==> config.mk <==
export PLATFORM = sky130hd
export DESIGN_NAME = sram_array_ctrl
export DESIGN_NICKNAME = d
export VERILOG_FILES = /design/src/rtl/sram_array_ctrl.sv
export SDC_FILE = /design/constraint.sdc
export NUM_CORES = 1
export LEC_CHECK = 0
export CAP_MARGIN = 20
export CORE_MARGIN = 10
export CORE_UTILIZATION = 51
export DETAILED_ROUTE_END_ITERATION = 6
export HOLD_SLACK_MARGIN = 0.08
export PLACE_DENSITY = 0.85
export SYNTH_ARGS = -nofsm -noshare
export SYNTH_HDL_FRONTEND = slang
export SYNTH_SLANG_ARGS = --single-unit
==> constraint.sdc <==
create_clock -name clk -period 4.4 [get_ports clk]
set_clock_uncertainty 0.05 [all_clocks]
set_input_delay 1.1 -clock clk [delete_from_list [all_inputs] [get_ports clk]]
set_output_delay 1.1 -clock clk [all_outputs]
set_load 0.03 [all_outputs]
==> src/rtl/sram_array_ctrl.sv <==
// sram_array_ctrl: request sequencer for an SR-latch SRAM cell array.
// Accepts one read or write at a time and drives sel / RW / Din in a glitch-safe order.
// For reads, it captures the OR-combined column outputs and returns them on a response channel.
// Optional feature: define SRAM_PARITY_EN to widen the array data by one even-parity bit
// and to add the rsp_perr output.
module sram_array_ctrl #(
  parameter int unsigned ADDR_W = 4,
  parameter int unsigned DEPTH  = 16,
  parameter int unsigned DATA_W = 8
) (
  input  logic              clk,
  input  logic              rst,
  // request channel
  input  logic              req_valid,
  output logic              req_ready,
  input  logic              req_we,
  input  logic [ADDR_W-1:0] req_addr,
  input  logic [DATA_W-1:0] req_wdata,
  // response channel
  output logic              rsp_valid,
  input  logic              rsp_ready,
  output logic [DATA_W-1:0] rsp_rdata,
  output logic              rsp_oor,
`ifdef SRAM_PARITY_EN
  output logic              rsp_perr,
`endif
  // cell array
  output logic [DEPTH-1:0]  arr_sel,
  output logic              arr_rw,
`ifdef SRAM_PARITY_EN
  output logic [DATA_W:0]   arr_din,
  input  logic [DATA_W:0]   arr_dout
`else
  output logic [DATA_W-1:0] arr_din,
  input  logic [DATA_W-1:0] arr_dout
`endif
);

`ifdef SRAM_PARITY_EN
  localparam int unsigned ArrW = DATA_W + 1;
`else
  localparam int unsigned ArrW = DATA_W;
`endif

  typedef enum logic [2:0] {
    StIdle,
    StWSetup,
    StWStrobe,
    StWRecover,
    StRSel,
    StRCapt,
    StRResp
  } state_e;

  // One-hot row decode; addresses at or beyond DEPTH decode to no row at all.
  function automatic logic [DEPTH-1:0] decode_row(input logic [ADDR_W-1:0] a);
    logic [DEPTH-1:0] rows;
    rows = '0;
    for (int unsigned i = 0; i < DEPTH; i++) begin
      if (a == ADDR_W'(i)) rows[i] = 1'b1;
    end
    return rows;
  endfunction

  state_e              state_q, state_d;
  logic [ADDR_W-1:0]   addr_q, addr_d;
  logic                oor_q, oor_d;
  logic                req_ready_q, req_ready_d;
  logic                rsp_valid_q, rsp_valid_d;
  logic [DATA_W-1:0]   rsp_rdata_q, rsp_rdata_d;
  logic                rsp_oor_q, rsp_oor_d;
  logic [DEPTH-1:0]    arr_sel_q, arr_sel_d;
  logic                arr_rw_q, arr_rw_d;
  logic [ArrW-1:0]     arr_din_q, arr_din_d;
`ifdef SRAM_PARITY_EN
  logic                rsp_perr_q, rsp_perr_d;
`endif

  logic                req_oor;
  logic [ArrW-1:0]     wdata_ext;

  assign req_oor = ({{(32 - ADDR_W){1'b0}}, req_addr} >= DEPTH);

`ifdef SRAM_PARITY_EN
  assign wdata_ext = {^req_wdata, req_wdata};
`else
  assign wdata_ext = req_wdata;
`endif

  // Next-state and next-output logic; every output is a flop so the array never sees glitches.
  always_comb begin
    state_d     = state_q;
    addr_d      = addr_q;
    oor_d       = oor_q;
    req_ready_d = req_ready_q;
    rsp_valid_d = rsp_valid_q;
    rsp_rdata_d = rsp_rdata_q;
    rsp_oor_d   = rsp_oor_q;
    arr_sel_d   = arr_sel_q;
    arr_rw_d    = arr_rw_q;
    arr_din_d   = arr_din_q;
`ifdef SRAM_PARITY_EN
    rsp_perr_d  = rsp_perr_q;
`endif

    unique case (state_q)
      StIdle: begin
        if (req_valid && req_ready_q) begin
          addr_d      = req_addr;
          oor_d       = req_oor;
          req_ready_d = 1'b0;
          arr_rw_d    = 1'b1;
          if (req_we) begin
            // Data settles while the row is still deselected.
            state_d   = StWSetup;
            arr_din_d = wdata_ext;
            arr_sel_d = '0;
          end else begin
            state_d   = StRSel;
            arr_din_d = '0;
            arr_sel_d = decode_row(req_addr);
          end
        end
      end

      StWSetup: begin
        // Row select and write strobe go active together on stable data.
        state_d   = StWStrobe;
        arr_sel_d = decode_row(addr_q);
        arr_rw_d  = 1'b0;
      end

      StWStrobe: begin
        // Strobe and select drop together; data is still held.
        state_d   = StWRecover;
        arr_sel_d = '0;
        arr_rw_d  = 1'b1;
      end

      StWRecover: begin
        // Data may only change once the row is fully isolated.
        state_d     = StIdle;
        arr_din_d   = '0;
        req_ready_d = 1'b1;
      end

      StRSel: begin
        state_d = StRCapt;
      end

      StRCapt: begin
        state_d     = StRResp;
        arr_sel_d   = '0;
        rsp_valid_d = 1'b1;
        rsp_oor_d   = oor_q;
        rsp_rdata_d = oor_q ? '0 : arr_dout[DATA_W-1:0];
`ifdef SRAM_PARITY_EN
        rsp_perr_d  = oor_q ? 1'b0 : ^arr_dout;
`endif
      end

      StRResp: begin
        // IDLE is always visited before the next accept.
        if (rsp_ready) begin
          state_d     = StIdle;
          rsp_valid_d = 1'b0;
          req_ready_d = 1'b1;
        end
      end

      default: begin
        state_d     = StIdle;
        req_ready_d = 1'b1;
        rsp_valid_d = 1'b0;
        arr_sel_d   = '0;
        arr_rw_d    = 1'b1;
        arr_din_d   = '0;
      end
    endcase
  end

  // State and registered outputs; async reset leaves the array in hold with nothing selected.
  always_ff @(posedge clk or posedge rst) begin
    if (rst) begin
      state_q     <= StIdle;
      addr_q      <= '0;
      oor_q       <= 1'b0;
      req_ready_q <= 1'b1;
      rsp_valid_q <= 1'b0;
      rsp_rdata_q <= '0;
      rsp_oor_q   <= 1'b0;
      arr_sel_q   <= '0;
      arr_rw_q    <= 1'b1;
      arr_din_q   <= '0;
`ifdef SRAM_PARITY_EN
      rsp_perr_q  <= 1'b0;
`endif
    end else begin
      state_q     <= state_d;
      addr_q      <= addr_d;
      oor_q       <= oor_d;
      req_ready_q <= req_ready_d;
      rsp_valid_q <= rsp_valid_d;
      rsp_rdata_q <= rsp_rdata_d;
      rsp_oor_q   <= rsp_oor_d;
      arr_sel_q   <= arr_sel_d;
      arr_rw_q    <= arr_rw_d;
      arr_din_q   <= arr_din_d;
`ifdef SRAM_PARITY_EN
      rsp_perr_q  <= rsp_perr_d;
`endif
    end
  end

  assign req_ready = req_ready_q;
  assign rsp_valid = rsp_valid_q;
  assign rsp_rdata = rsp_rdata_q;
  assign rsp_oor   = rsp_oor_q;
  assign arr_sel   = arr_sel_q;
  assign arr_rw    = arr_rw_q;
  assign arr_din   = arr_din_q;
`ifdef SRAM_PARITY_EN
  assign rsp_perr  = rsp_perr_q;
`endif

endmodule

Word level (Yosys, flattened, before mapping)
Index checks and enable logic that the tools add are counted.

cells by class
  add/subtract/negate cells = 0
  multipliers = 0
  divide/modulo/power cells = 0
  $lt $le $gt $ge = 0
  eq/ne operators = 38
  shifts and indexed selects = 0
  multiplexer cells = 49
  bitwise gates (word level) = 5
  reduce and logical (&&, ||, !) cells = 16

operators by type and width
  kind                                                  count
  equality test 4 bit (second input constant)           16
  case mux 16 bit (3 select lines)                      1
  two-way mux 1 bit                                     36
  equality test 4 x 3 -> 1 bit (second input constant)  8
  two-way mux 16 bit                                    2
  case mux 3 bit (6 select lines)                       1
  equality test 4 x 2 -> 1 bit (second input constant)  4
  two-way mux 8 bit                                     2
  case mux 8 bit (2 select lines)                       1
  AND reduction 2 bit                                   6
  OR reduction 5 bit                                    2
  equality test 3 bit (second input constant)           3
  two-way mux 3 bit                                     3
  case mux 1 bit (3 select lines)                       3
  equality test 4 x 1 -> 1 bit (second input constant)  2
  zero test 4 bit                                       2
  OR reduction 4 bit                                    2
  equality test 3 x 2 -> 1 bit (second input constant)  2
  NOT 1 bit                                             5
  inequality test 2 bit (second input constant)         2
  equality test 3 x 1 -> 1 bit (second input constant)  1
  zero test 3 bit                                       1
  AND reduction 3 bit                                   1
  OR reduction 3 bit                                    1
  logical AND 1 bit                                     1

storage, ports and cells
  register bits = 42
  latch bits = 0
  RAM bits = 0
  ROM bits = 0
  input port bits = 25
  output and inout bits = 36
  word-level logic and storage cells = 116
  memories kept = 0

Depth between registers and ports, before layout
Gate-level depths: netlist of the first run.

  depth in word-level cells = 5
  gate-level depth with buffers = 6
  depth with buffers taken out = 3

Least setup slack after synthesis of the first run
No wires, ideal clock.

  path kind = input to register
  from = input req_addr[2]
  to = register arr_sel_q[10], in the netlist arr_sel[10]
  library setup time = 0.082 ns
  arrival = 2.354 ns
  data required time = 4.268 ns
  slack = 1.914 ns
  cell stages on the path = 4
  path through = or4_1 > buf_2 > or4_1 > a31oi_1

between the ends
  longest elaborated chain between the ends = 5

RTL lines
  what                              RTL line  RTL
  start, declared                   17        input logic [ADDR_W-1:0] req_addr,
  equality test 4 bit               60        if (a == ADDR_W'(i)) rows[i] = 1'b1;
  two-way mux 1 bit                 60
  two-way mux 16 bit                113       if (req_we) begin
  two-way mux 16 bit                108       if (req_valid && req_ready_q) begin
  case mux 16 bit (3 select lines)  106       unique case (state_q)
  end signal, assigned              206       arr_sel_q <= arr_sel_d;
  end, declared                     72        logic [DEPTH-1:0] arr_sel_q, arr_sel_d;

No other way between the ends. The select of a mux whose other input is x is not followed.
A chain may end at the register's enable or synchronous reset.

Worst setup path in the final report of the first run
  from = register req_ready_q, in the netlist req_ready
  to = output req_ready

RTL lines
  what                    RTL line  RTL
  start, declared         68        logic req_ready_q, req_ready_d;
  start signal, assigned  202       req_ready_q <= req_ready_d;
  end, declared           15        output logic req_ready,

No word-level cell between the ends.

==> results.md, run 1 <==
Power and ir drop:
- For this design the ratio of total power to cell area is 670.4 nW/µm².
- For this design the total switching power over the nets is about 0.8 mW.
- The share of total power dissipated in the clock network is 0.136.
- The analysis attributes to cell leakage a power of ~1.1 nW.
- Of the total power, registers draw 0.369.
- The share of total power dissipated in combinational logic is 0.495.
- The worst-case IR drop observed on VDD is between 0.0003 and 0.0004 V.
- The proportion of total power due to net switching is 0.4152.
- Cell internal power was estimated by the tool at roughly 1.1 mW.

Clock tree:
- The tree built by TritonCTS fans out to 42 sinks.
- The number of post-CTS setup repair buffers is 0.
- Counting the buffers created by CTS gives 5.
- The clock latency on the worst-skew pair is ~0.30 ns.
- The clock passes through at most 2 buffers.
- The TritonCTS clock tree is yes.
- The clock slew at the register clock pins of the worst setup and hold paths is around 0.08 ns.
- The cell sitting at the root of the clock tree is a clkbuf_8.
- Post-CTS repair changed the size of 0 cells.
- The H-tree was split into 2 levels.
- The count of hold buffers inserted by post-cts repair is 0.

Floorplanning:
- slightly above 60 I/O pins were placed.
- The area enclosed by the die boundary is just over 7000 µm².
- In this run the vertical extent of the chip is between 80 and 90 µm.
- In this run the core area contains 23 standard-cell rows.
- The initial utilization of the core area, before any placement, comes to 0.5283.
- The core footprint is between 4000 and 5000 µm².
- The x dimension of the die is 84.37 µm.

Setup path:
- The critical path goes through clkdlybuf4s50_1.
- The worst register-to-register path has a depth of 3.
- Together, buffers and inverters on the worst path number 1.
- Setup slack on the worst reg-to-reg path comes out at roughly 2.1 ns.
- The reg-to-reg critical path startpoint is state_q[2].
- Of all nets on the critical path, the largest fanout is 7.
- STA classifies the critical path startpoint as a register.
- The setup path with the least slack is of type register to output pin.
- The critical path endpoint category is an output pin.
- The end of the worst register-to-register path is arr_sel[6].
- Among cell families on the critical path, the largest total delay comes from buffers and inverters.
- For this run, the slowest stage of the critical path takes 0.69 ns.
- The data required time of the worst path is between 3 and 4 ns.
- For this design, the slowest cell found on the critical path is clkdlybuf4s50_1.
- The critical path data arrival time is approximately 1.6 ns.

Logic synthesis:
- Counting distinct cell types in the post-synthesis netlist gives 37.
- The top cell type's share of synthesized area is 0.4737.
- The sequential share of the synthesized area is 0.4985.
- The combined area of all synthesized cells is approximately 2100 µm².
- Counting every net in the synthesized netlist gives between 200 and 250.
- The total of flip-flops plus latches after synthesis is 42.
- For this run, the number of Yosys warnings is 0.
- The average instance in the mapped netlist occupies around 12 µm².
- The synthesized design spends more area on one cell type than any other, namely dfrtp_1.
- In the synthesized netlist, the number of instances is around 180.
- By area the synthesized netlist is led by dfrtp_1 47%, mux2_2 14%, o22ai_1 4.4%.

STA:
- Measured against its own limit, the worst slew margin works out to 0.4398.
- Based on the critical path, the design can be clocked at up to between 0.3 and 0.4 GHz.
- Of the available clock period, the critical path in the final layout requires 0.6204.
- Setup repair after global routing left no endpoint under its margin.
- The final-report max-slew violation count is 0.
- The hold violation count in the final report is 0.
- The final critical path time including I/O delays and setup is roughly 2.7 ns.
- For the final routed database, the setup TNS stands at 0 ns.
- Setup violations remaining at the end of the flow were counted as 0.
- At the pin with the least slew margin, the transition time is roughly 0.84 ns.

Status:
- The run finished with clean final reports.

GRT:
- The maximum number of pins on one net before global-route repair is 32.
- The number of antenna violations at the first check in global routing came to 0.
- The residual overflow from global routing is 0.
- The via count of the first global-routing pass is approximately 1,700.
- The global-route usage over all layers is 0.1412.
- The first-pass GRT wire length is about 8400 µm.

Finish:
- 0 antenna diodes ended up in the layout.
- The final design instance area without fill is between 2000 and 3000 µm².
- The share of post-route cells with drive strength above 1 is 0.2194.
- The leading cell type in the layout, fill and taps excluded is clkdlybuf4s50_1.
- The number of inserted filler cells in the final layout is between 300 and 400.
- Relative to the synthesized area, the layout overhead comes to 32.50%.
- The net total in the final layout is around 260.
- Leaving out fill and tap cells, the most frequent cells in the layout are 59 x clkdlybuf4s50_1, 40 x dfrtp_1, 27 x mux2_2.

Route:
- After detailed routing, the number of vias per cell comes to 5.620.
- The detailed router placed 1,613 vias in this run.
- After detailed routing, the average wire length per cell comes to 17.33 µm.
- For this block, the initial DRC count from the detailed router was 268.
- The wire length reported by the detailed router is between 4000 and 5000 µm.
- Once detail routing completed, the nets flagged for antenna violations numbered 0.
- After detailed routing, the number of remaining DRC violations is 0.
- Before antenna repair, the detailed router went through 4 iterations.

Run:
- The tool flagged a number of max-cap violations equal to 0.

Worst hold path:
- Along the worst hold path, the cell count comes to 1.
- The beginning of the worst hold path is rsp_rdata[0].
- The class of the tightest hold or removal check is register to register.
- The hold path endpoint is rsp_rdata[0].

Place:
- The area of placed instances is about 2700 µm².
- After legalization and detailed placement, the total HPWL measured roughly 3700 µm.
- Input and output buffers added on the ports amount to 59.
- The routability congestion estimate from global placement is 0.8886.
[layout make-up]
type,count,area (µm²),area share
inverters,10,37.54,0.01340
multi-input cells,116,949.7,0.3391
repair buffers,61,605.6,0.2163
clock buffers,7,86.33,0.03083
clock inverters,1,5.005,0.001787
flip-flops and latches,42,1054,0.3762
well taps,50,62.56,0.02234
[routing by layer]
metal | global-route usage | vias up | routed length [µm]
met4 | 0.04042 | 0 | 44
met5 | 0 | - | 0
met1 | 0.1755 | 768 | 2167
li1 | - | 777 | -
met2 | 0.2006 | 63 | 2134
met3 | 0.08502 | 5 | 627
[state kept, by name (all words and copies together) (netlist names)]
register   flops
rsp_rdata      8
arr_rw         1
arr_din        8
req_ready      1
state_q        3
rsp_valid      1
addr_q         4
arr_sel       16
[metrics by stage]
| step | util | power, mW | hold slack (ns) | instances | worst slack [ns] |
|---|---|---|---|---|---|
| after CTS | 0.7000 | 1.892 | 0.4610 | 287 | 1.653 |
| after detailed placement | 0.6772 | 1.632 | 0.4433 | 279 | 1.393 |
| after global placement | 0.6772 | 1.611 | 0.4366 | 279 | 1.418 |
| final | 0.7000 | 1.877 | 0.4551 | 287 | 1.670 |
| after floorplan | - | 1.336 | 0.4457 | 181 | 1.914 |
| after global routing | 0.7000 | 2.007 | 0.4832 | 287 | 1.608 |
[power groups by stage]
stage	sequential (mW)	combinational (mW)	clock [mW]
after floorplan	0.823	0.513	0
after global placement	0.688	0.924	0
after detailed placement	0.695	0.936	0
after CTS	0.689	0.940	0.263
after global routing	0.724	1.00	0.279
final	0.693	0.929	0.255
[cells by family (layout without fill, tap and decap cells)]
group	count (synthesis)	after routing	share of synthesized area
and+or+nand+nor	49	49	0.1699
DFF	42	42	0.4985
muxes	35	35	0.1818
AOI/OAI and AO/OA	31	31	0.09591
buffers and inverters	23	79	0.05210
other	1	1	0.001774
[worst max path at each step]
stage                   to   startpoint  cells past startpoint  slack (ns)
2_1_floorplan  arr_sel[10]  req_addr[2]                      4        1.91
3_3_place_gp    arr_sel[6]    req_valid                      4        1.42
3_5_place_dp    arr_sel[4]    req_valid                      4        1.39
4_1_cts          req_ready    req_ready                      1        1.65
5_1_grt         arr_sel[1]    req_valid                      4        1.61
6_report         req_ready    req_ready                      1        1.67
[cell usage after synthesis (all sizes together)]
master / n
and3: 1
o21ai: 2
a211o: 1
or2b: 1
nand4b: 2
buf: 5
or4: 6
a311oi: 1
a211oi: 2
or3: 1
nand2b: 1
nand4bb: 1
mux2i: 8
clkbuf: 8
nand3b: 3
nand2: 13
nor2: 2
nor2b: 1
conb: 1
or4b: 8
o21a: 1
dfrtp: 40
a21oi: 5
o22ai: 15
o22a: 2
or4bb: 5
dfstp: 2
or2: 2
inv: 10
a31oi: 2
nor4b: 1
or3b: 1
mux2: 27
Note: power is estimated with default switching activity, not from simulation.
==> inputs of run 2 (changes only) <==
--- a/config.mk
+++ b/config.mk
@@ -7,10 +7,10 @@
 export LEC_CHECK = 0
 export CAP_MARGIN = 20
 export CORE_MARGIN = 10
-export CORE_UTILIZATION = 51
+export CORE_UTILIZATION = 47
 export DETAILED_ROUTE_END_ITERATION = 6
 export HOLD_SLACK_MARGIN = 0.08
-export PLACE_DENSITY = 0.85
+export PLACE_DENSITY = 0.79
 export SYNTH_ARGS = -nofsm -noshare
 export SYNTH_HDL_FRONTEND = slang
 export SYNTH_SLANG_ARGS = --single-unit
==> constraint.sdc (replaced) <==
create_clock -name clk -period 2.7 [get_ports clk]
set_clock_uncertainty 0.05 [all_clocks]
set_input_delay 0.675 -clock clk [delete_from_list [all_inputs] [get_ports clk]]
set_output_delay 0.675 -clock clk [all_outputs]
set_load 0.03 [all_outputs]
==> run 2 against run 1 <==
  * Routed wire length up 7.9%
  * Cell count increased by 2.4%
  * Setup slack got worse by 1.3 ns
  * Non-clock buffer count is 5 higher
  * Global-route usage increased by 0.30 points
  * Worst hold slack gained 0.0033 ns
  * Combinational power is 69% higher
  * First-iteration DRC count is 36% lower
  * Die area grew 6.5%
  * Total power increased by 76%
  * Largest power group unchanged
==> results.md, run 2 (synthesis results as in run 1) <==
Floorplanning:
- The area enclosed by the die boundary came to 7579 µm² (+6.5%).
- The I/O pin count is 61 (unchanged).
- The number of standard-cell rows in the floorplan was 24 (+4.3%).
- The initial core utilization is 0.4853 (-0.04296).
- The die height was 87.06 µm (+3.2%).
- The x dimension of the die is 87.06 µm (+3.2%).
- The core footprint is 4354 µm² (+8.9%).

Clock tree:
- The clock slew at the register clock pins of the worst setup and hold paths is 0.09 ns (about the same).
- The count of hold buffers inserted by post-cts repair is 0 (unchanged).
- The cell sitting at the root of the clock tree is a clkbuf_8.
- The worst-case clock buffer depth is 2 (unchanged).
- The number of post-CTS setup repair buffers is 0 (unchanged).
- The number of instances resized during post-cts repair is 0 (unchanged).
- The number of clock buffers inserted by TritonCTS came to 5 (unchanged).
- The clock latency on the worst-skew pair was 0.30 ns (about the same).
- The deepest level of the CTS H-tree came to 2 (unchanged).
- The TritonCTS clock tree is yes.
- The total number of clock tree sinks is 42 (unchanged).

STA:
- The final-report max-slew violation count is 0 (unchanged).
- The hold violation count in the final report is 0 (unchanged).
- Derived from the worst setup path, the maximum achievable clock frequency is 0.4310 GHz.
- The clock period could shrink to 2.320 ns.
- The final-report setup violation count is 0 (unchanged).
- The headroom to the max-slew limit is 0.5305 (+0.09072).
- The slew at the pin closest to its max-slew limit is 0.7042 ns (-0.1361 ns).
- The post-route fraction of the period consumed by the critical path is 0.8594.
- The sum of negative setup slack is 0 ns (unchanged).
- Setup repair after global routing left no endpoint under its margin.

GRT:
- The residual overflow from global routing is 0 (unchanged).
- The first-pass GRT wire length was 8776 µm (+5.0%).
- The via count of the first global-routing pass is 1,699 (+0.71%).
- The maximum number of pins on one net before global-route repair came to 25 (-22%).
- The number of antenna violations at the first check in global routing is 0 (unchanged).
- The global-route usage over all layers is 0.1442 (+0.003027).

Finish:
- The antenna diode instance count is 0 (unchanged).
- The number of inserted filler cells in the final layout came to 338 (+9.0%).
- The area overhead of the layout relative to synthesis is 36.83%.
- In the layout the commonest cells are 59 x clkdlybuf4s50_1, 40 x dfrtp_1, 27 x mux2_2.
- The share of post-route cells with drive strength above 1 was 0.2397 (+0.02026).
- The flip-flop count of the largest register after layout is 16 (unchanged).
- Leaving out fill and tap cells, the most frequent cell in the layout is clkdlybuf4s50_1.
- The net total in the final layout came to 266 (+1.9%).

Setup path:
- The data required time of the worst path is 1.98 ns (-1.27 ns).
- Traced cell by cell, the critical path runs through clkdlybuf4s50_1.
- The cell type of the slowest stage on the worst timing path is clkdlybuf4s50_1.
- The kind of cell adding the most delay to the critical path is buffers and inverters.
- The startpoint identified for the worst register-to-register timing path is state_q[2].
- STA classifies the critical path startpoint as a register.
- The number of buffer and inverter instances along the worst setup path is 1 (unchanged).
- The delay of the slowest cell on the worst path is 0.70 ns (about the same).
- STA classifies the critical path endpoint as an output pin.
- The worst setup path startpoint is req_ready.
- The worst-path maximum fanout is 7 (unchanged).
- The kind of critical path is register to output pin.
- The critical path data arrival time was 1.60 ns (+0.02 ns).

Route:
- The remaining design rule violation count is 0 (unchanged).
- The remaining number of nets flagged by the antenna check after routing is 0 (unchanged).
- The routed wire length per instance is 18.26 µm (+5.4%).
- The wire length reported by the detailed router is 5367 µm (+7.9%).
- The starting DRC count in detailed routing is 172 (-36%).
- The length of the first detailed-routing pass in iterations is 4 (unchanged).
- The number of vias after detailed routing is 1,666 (+3.3%).
- The vias per cell is 5.667 (+0.83%).

Power and ir drop:
- The power density over the cells is 1142 nW/µm² (+70%).
- The worst voltage drop across the vdd grid is 0.0006384 V (+76%).
- The static leakage is 1.186 nW (+4.2%).
- The power after layout came to 3.302 mW (+76%).

Place:
- The routability congestion estimate from global placement is 0.8028 (-9.7%).
- The count of input and output buffers is 59 (unchanged).
- The post-detailed-placement half-perimeter wirelength is 3996 µm (+9.3%).

Status:
- The flow ran to the end, and the final reports show no timing, DRC or antenna violations.

Run:
- The max-capacitance violation count was 0 (unchanged).

Worst hold path:
- The beginning of the worst hold path is arr_sel[8].
- The path class of the tightest hold or removal check is register to register.
[run 2: cell types whose count changed in the layout (fill, tap and decap cells not counted)]
cell	previous run	this run
buf_4	2	7
bufinv_16	0	2
clkbuf_1	1	0
clkinv_2	1	0
[run 2: stage by stage]
stage	cells	hold WS [ns]	instance area, µm²	worst slack, ns	util
floorplan	181	0.4457	2113	0.6387	-
global placement	286	0.4366	2749	0.2111	0.6313
global route	294	0.4762	2892	0.3346	0.6641
detailed placement	286	0.4433	2749	0.1432	0.6313
CTS	294	0.4628	2892	0.3623	0.6641
finish	294	0.4584	2892	0.3796	0.6641
[run 2: path summary, 6_finish.rpt]
path,end,slack (ns),cells past startpoint
max in group asynchronous,arr_rw,1.28,3
setup reg to reg,arr_sel[1],0.53,3
setup / recovery,req_ready,0.38,1
hold / removal,arr_sel[8],0.46,1
min in group asynchronous,state_q[0],0.65,2
hold reg to reg,arr_sel[8],0.46,1
[run 2: where the power goes]
part           total (mW)  internal (mW)  switching [mW]
Combinational        1.57          0.749           0.826
Clock               0.616          0.395           0.222
Sequential           1.11          0.860           0.250
Total                3.30           2.00            1.30
[run 2: layout make-up]
type	instances	area, µm²	share of cell area
clock buffer	6	82.58	0.02856
clock inverter	2	60.06	0.02077
inverter	10	37.54	0.01298
multi-input combinational	116	949.7	0.3284
sequential	42	1054	0.3643
tap	52	65.06	0.02250
timing repair buffer	66	643.1	0.2224
[run 2: per-layer routing]
layer | global-route usage | vias to the layer above | wire [µm]
li1 | - | 786 | -
met1 | 0.1712 | 835 | 2185
met2 | 0.2292 | 41 | 2691
met3 | 0.05618 | 4 | 426
met4 | 0.05449 | 0 | 64
met5 | 0 | - | 0
